<file path="src/rtl/imem_fetch_responder.sv">
// Instruction-fetch responder: serves 32-bit instructions from a one-entry doubleword
// buffer and refills it from instruction memory over a variable-latency req/ack bus.
module imem_fetch_responder #(
    parameter int                ADDR_W   = 64,
    parameter int                INST_W   = 32,
    parameter logic [INST_W-1:0] NOP_INST = 32'h0000_0013
) (
    input  logic              clk,
    input  logic              rst,
    input  logic [ADDR_W-1:0] inst_addr_i,
    input  logic              inst_ena_i,
    output logic [INST_W-1:0] inst_o,
    output logic              inst_valid_o,
    output logic              inst_fault_o,
    output logic              stall_req_o,
    input  logic              flush_i,
    output logic              mem_req_o,
    output logic [ADDR_W-1:0] mem_addr_o,
    input  logic              mem_ack_i,
    input  logic [63:0]       mem_rdata_i,
    input  logic              mem_err_i
);

    typedef enum logic {IDLE, WAIT} state_e;

    state_e            state_q;
    logic              mem_req_q;
    logic [ADDR_W-1:0] mem_addr_q;
    logic [ADDR_W-4:0] buf_tag_q;
    logic [63:0]       buf_data_q;
    logic              buf_valid_q;
    logic              buf_fault_q;
    logic              drop_q;

    logic hit;
    logic misalign;
    logic start_miss;
    logic fill;

    assign misalign   = (inst_addr_i[1:0] != 2'b00);
    assign hit        = buf_valid_q && (buf_tag_q == inst_addr_i[ADDR_W-1:3]) && (state_q == IDLE);
    assign start_miss = (state_q == IDLE) && inst_ena_i && !misalign && !hit && !flush_i;
    // A flush arriving with the ack poisons the returning data just like an earlier flush.
    assign fill       = (state_q == WAIT) && mem_ack_i && !drop_q && !flush_i;

    assign mem_req_o  = mem_req_q;
    assign mem_addr_o = mem_addr_q;

    always_comb begin
        inst_o       = NOP_INST;
        inst_valid_o = 1'b0;
        inst_fault_o = 1'b0;
        stall_req_o  = 1'b0;
        if (!inst_ena_i) begin
            inst_valid_o = 1'b0;
        end else if (misalign) begin
            inst_valid_o = 1'b1;
            inst_fault_o = 1'b1;
        end else if (hit && !buf_fault_q) begin
            inst_valid_o = 1'b1;
            inst_o       = inst_addr_i[2] ? buf_data_q[63:32] : buf_data_q[31:0];
        end else if (hit) begin
            inst_valid_o = 1'b1;
            inst_fault_o = 1'b1;
        end else begin
            stall_req_o = 1'b1;
        end
    end

    // The request is never abandoned once issued; only reset can leave WAIT early.
    always_ff @(posedge clk) begin
        if (rst) begin
            state_q     <= IDLE;
            mem_req_q   <= 1'b0;
            mem_addr_q  <= '0;
            buf_tag_q   <= '0;
            buf_data_q  <= '0;
            buf_valid_q <= 1'b0;
            buf_fault_q <= 1'b0;
            drop_q      <= 1'b0;
        end else begin
            case (state_q)
                IDLE: begin
                    if (start_miss) begin
                        state_q    <= WAIT;
                        mem_req_q  <= 1'b1;
                        mem_addr_q <= {inst_addr_i[ADDR_W-1:3], 3'b000};
                    end
                end
                WAIT: begin
                    if (flush_i) begin
                        drop_q <= 1'b1;
                    end
                    if (mem_ack_i) begin
                        if (fill) begin
                            buf_tag_q   <= mem_addr_q[ADDR_W-1:3];
                            buf_data_q  <= mem_rdata_i;
                            buf_fault_q <= mem_err_i;
                            buf_valid_q <= 1'b1;
                        end
                        mem_req_q <= 1'b0;
                        drop_q    <= 1'b0;
                        state_q   <= IDLE;
                    end
                end
                default: state_q <= IDLE;
            endcase
            if (flush_i) begin
                buf_valid_q <= 1'b0;
                buf_fault_q <= 1'b0;
            end
        end
    end

endmodule

</file>
<file path="config.mk">
export PLATFORM = sky130hd
export DESIGN_NAME = imem_fetch_responder
export DESIGN_NICKNAME = d
export VERILOG_FILES = /design/src/rtl/imem_fetch_responder.sv
export SDC_FILE = /design/constraint.sdc
export NUM_CORES = 1
export LEC_CHECK = 0
export ABC_AREA = 1
export BUFFER_PORTS_ARGS = -buffer_cell sky130_fd_sc_hd__buf_2
export CORE_ASPECT_RATIO = 1.75
export CORE_MARGIN = 2
export CORE_UTILIZATION = 48
export CTS_BUF_LIST = sky130_fd_sc_hd__clkbuf_8 sky130_fd_sc_hd__clkbuf_16
export DETAILED_ROUTE_END_ITERATION = 10
export GPL_TIMING_DRIVEN = 0
export MAX_ROUTING_LAYER = met4
export PLACE_DENSITY = 0.77
export SYNTH_ARGS = -nofsm -noshare
export SYNTH_HDL_FRONTEND = slang
export SYNTH_SLANG_ARGS = --single-unit
</file>
<file path="constraint.sdc">
create_clock -name clk -period 1.6 [get_ports clk]
set_input_delay 0.16 -clock clk [delete_from_list [all_inputs] [get_ports clk]]
set_output_delay 0.16 -clock clk [all_outputs]
set_load 0.05 [all_outputs]
</file>
==> impl_metrics.env <==
export IMPL_timing_setup_critical_path_class="register to output pin"
export IMPL_netlist_top_cells_area="dfxtp_1, nor2_1, nand2_1, o21ai_0, inv_1"
export IMPL_postSynth_topFlopCell="dfxtp_1"
export IMPL_cpMaxStageDelayCell="dfxtp_1"
export IMPL_clock_latency_ns=0.45
export IMPL_drcViolationCount=0
export IMPL_netlist_area_leader_share_pct=44.9
export IMPL_fin_area_um2=13300
export IMPL_power_frac_clock_pct=40.4
export IMPL_post_dr_wirelength_cell_um=17.3
export IMPL_finalWirelength_um=33400
export IMPL_worstPathMaxFanout=5
export IMPL_synth_avg_cell_area_um2=6.58
export IMPL_critical_path_startpoint="buf_tag_q[59]$_SDFFE_PP0P_"
export IMPL_timing_final_crit_period_ns=2.56
export IMPL_dp_slack_ns=-1.18
export IMPL_number_of_failing_setup_endpoints_in_the_final_timing_report=105
export IMPL_whs_ns=-0.0115
export IMPL_path_depth=14
export IMPL_comb_power_share_pct=13.9
export IMPL_pwr_density_cell_nw_per_um2=808
export IMPL_fillers=1249
export IMPL_area_delta_synth_final_pct=56.4
export IMPL_synth_ff_latch_count=191
export IMPL_worst_slew_pin_slew_ns=0.827
export IMPL_grt_max_degree=18
export IMPL_route_vias_total=9992
export IMPL_arrival_ns=2.40
export IMPL_r2r_start="state_q$_SDFF_PP0_"
export IMPL_startpoint_type="register"
export IMPL_globalplace_congestion=1.00
export IMPL_firstDrtPassIters=5
export IMPL_synth_enable_flop_cells=0
export IMPL_grt_pass1_wl_um=50000
export IMPL_synth_top_cells_by_count="nor2_1, nand2_1, dfxtp_1, inv_1, o21ai_0"
export IMPL_fin_total_pwr_w=0.0108
export IMPL_crit_chain="inv_1 > nand2_1 > nand2_1 > nor2_1 > nand2_1 > nor2_1 > nand2_2 > nor2_4 > nand4_1 > buf_6 > clkbuf_16 > clkinvlp_4 > nand2_4 > buf_8"
export IMPL_power_sequential_fraction_pct=45.7
export IMPL_crit_reg2reg_capture="mem_addr_o[60]$_SDFFE_PP0P_"
export IMPL_ys_warn_count=0
export IMPL_grt_setup_unrepaired="yes"
export IMPL_floorplan_die_width_um=105
export IMPL_static_leakage_power_nw=6.65
export IMPL_drv_slew=0
export IMPL_synth_top_area_cell="dfxtp_1"
export IMPL_timing_final_crit_share_pct=160
export IMPL_layout_drive_gt1_share_pct=26.6
export IMPL_starting_density_of_the_core_pct=48.8
export IMPL_num_nets_final=1822
export IMPL_synthesized_cell_area_um2=8510
export IMPL_cp_required_ns=1.44
export IMPL_synth_yosys_seq_area_share_pct=44.9
export IMPL_max_clock_path_buffers=2
export IMPL_p_int_w=0.00782
export IMPL_async_reset_ff_share_pct=0
export IMPL_detailed_place_hpwl_um=21200
export IMPL_irDropWorstVdd_mv=0.646
export IMPL_die_h_um=180
export IMPL_ctsHtreeMaxLevel=4
export IMPL_endpoint="inst_o[0]"
export IMPL_grt_overflow_total=0
export IMPL_first_global_vias=9917
export IMPL_grt_antenna_before_repair=2
export IMPL_syn_inst=1294
export IMPL_globalRouteTotalUtil_pct=34.7
export IMPL_cp_slowest_stage_delay_ns=0.36
export IMPL_critical_path_top_delay_family="simple AND/OR/NAND/NOR gates"
export IMPL_crit_top_cell="nand2_1"
export IMPL_io_buffers=229
export IMPL_timing_hold_worst_class="input pin to register"
export IMPL_total_count_of_hold_check_failures_in_the_final_report=1
export IMPL_finalSetupTns_ns=-75.15
export IMPL_numCtsBuffers=17
export IMPL_placeable_core_region_um2=17500
export IMPL_tritoncts="yes"
export IMPL_run_status="complete, but fails checks"
export IMPL_avgViaCountPerCell=5.17
export IMPL_floorplan_die_area_um2=18900
export IMPL_maxCapViolations=0
export IMPL_violations_in_the_final_reports="hold timing, setup timing"
export IMPL_synthMostInstantiatedCell="nor2_1"
export IMPL_cp_end_kind="output pin"
export IMPL_post_route_worst_setup_slack_ns=-0.960
export IMPL_path_buf_inv=5
export IMPL_relSlewSlack_pct=44.9
export IMPL_timing_fmax_ghz=0.391
export IMPL_detailedRoute_firstIterationViolations=650
export IMPL_placement_rows=64
export IMPL_rr_worst_depth=19
export IMPL_cts_sink_count=191
export IMPL_skew_ns=0.0198
export IMPL_postRouteAntennaNets=0
export IMPL_placedInstanceArea_um2=10300
export IMPL_power_switching_w=0.00295
export IMPL_synth_cell_type_count=23
export IMPL_clkSlewWorstSetupHoldPaths_ns=0.07
export IMPL_ctsRootBufferMaster="clkbuf_16"
export IMPL_ios=234
export IMPL_netSwitchingFraction_pct=27.4
export IMPL_setup_reg_to_reg_worst_slack_ns=-0.79
-- logic make-up after synthesis --
group / synth area share (%)
buf+inv: 11.0
compound gates: 12.5
mux: 3.76
other cells: 0.0440
flops: 44.9
simple gates: 27.8
-- per-stage QoR --
step / utilization [%] / instances
3_5_place_dp: 58.8 / 1756
6_report: 76.3 / 1934
5_1_grt: 76.3 / 1934
2_1_floorplan: - / 1296
4_1_cts: 73.9 / 1921
3_3_place_gp: 58.8 / 1756
-- worst reg2reg max path, delay by kind of cell (launching register included) --
kind | cells | cell delay (ns)
flip-flops | 1 | 0.35
AND/OR/NAND/NOR | 11 | 1.14
buffers and inverters | 8 | 0.87
-- metal layers --
layer / share of wire [%] / GRT usage [%] / vias up
met5: 0 / - / -
met1: 34 / 33.4 / 4618
li1: - / - / 4736
met3: 6.7 / 5.82 / 135
met2: 52 / 63.3 / 503
met4: 7.0 / 22.0 / 0
-- power groups by stage --
| stage | Sequential [W] | Combinational (W) | Clock (W) |
|---|---|---|---|
| finish | 0.00492 | 0.00150 | 0.00435 |
| global route | 0.00493 | 0.00160 | 0.00453 |
| CTS | 0.00491 | 0.00140 | 0.00433 |
| global placement | 0.00502 | 0.00107 | 0 |
| floorplan | 0.00521 | 0.000468 | 0 |
| detailed placement | 0.00502 | 0.00108 | 0 |
-- how the worst min path moves through the flow --
stage | startpoint | endpoint | slack [ns] | cells past startpoint
after floorplan | mem_rdata_i[0] | buf_data_q[0]$_SDFFE_PP0P_ | 0.29 | 2
final | inst_addr_i[62] | mem_addr_o[62]$_SDFFE_PP0P_ | -0.01 | 3
after CTS | inst_addr_i[62] | mem_addr_o[62]$_SDFFE_PP0P_ | 0.001 | 3
after global placement | mem_rdata_i[51] | buf_data_q[51]$_SDFFE_PP0P_ | 0.38 | 3
after global routing | inst_addr_i[62] | mem_addr_o[62]$_SDFFE_PP0P_ | -0.004 | 3
after detailed placement | mem_rdata_i[53] | buf_data_q[53]$_SDFFE_PP0P_ | 0.39 | 3
-- layout by cell type, fill, tap and decap left out, types with 3 or more instances in the layout --
cell type and count:
o21ai_2 5, inv_1 160, nor2_4 36, clkbuf_2 7, a21oi_1 65, dlygate4sd3_1 109, clkinv_4 3, o21ai_0 132
bufbuf_16 7, nor2_2 19, clkbuf_4 4, inv_6 5, inv_2 6, clkbuf_8 4, dfxtp_2 16, nand2_2 15
dfxtp_1 173, buf_6 22, nand2_4 6, o21ai_1 7, conb_1 3, clkbuf_1 22, nand2_1 259, nor2_1 282
mux2i_1 32, buf_2 197, clkbuf_16 20, buf_12 7, buf_8 38, buf_4 19
-- layout make-up --
class	count	area (um^2)	share of cell area (%)
Clock inverter	15	160	1.20
Clock buffer	17	425	3.20
Inverter	165	623	4.68
Buffer	68	553	4.15
Antenna cell	2	5.00	0.0376
Sequential cell	191	3850	28.9
Tap cell	231	289	2.17
Timing Repair Buffer	375	3190	24.0
Multi-Input combinational cell	870	4210	31.7
-- flip-flops by register name, indices dropped and copies added (netlist names) --
register and flops:
buf_tag_q 61, state_q 1, buf_valid_q 1, buf_data_q 64, mem_addr_o 61, mem_req_o 1
drop_q 1, buf_fault_q 1
-- what timing repair did --
item                                   4_1_cts  5_1_grt
hold buffers                               109        0
setup buffers                               14       12
gates resized for setup                    174      122
pin swaps                                   14       31
gates cloned                                11        2
endpoints found under the hold margin      109        0
setup endpoints to repair                  225      224
Note: power is estimated with default switching activity, not from simulation.
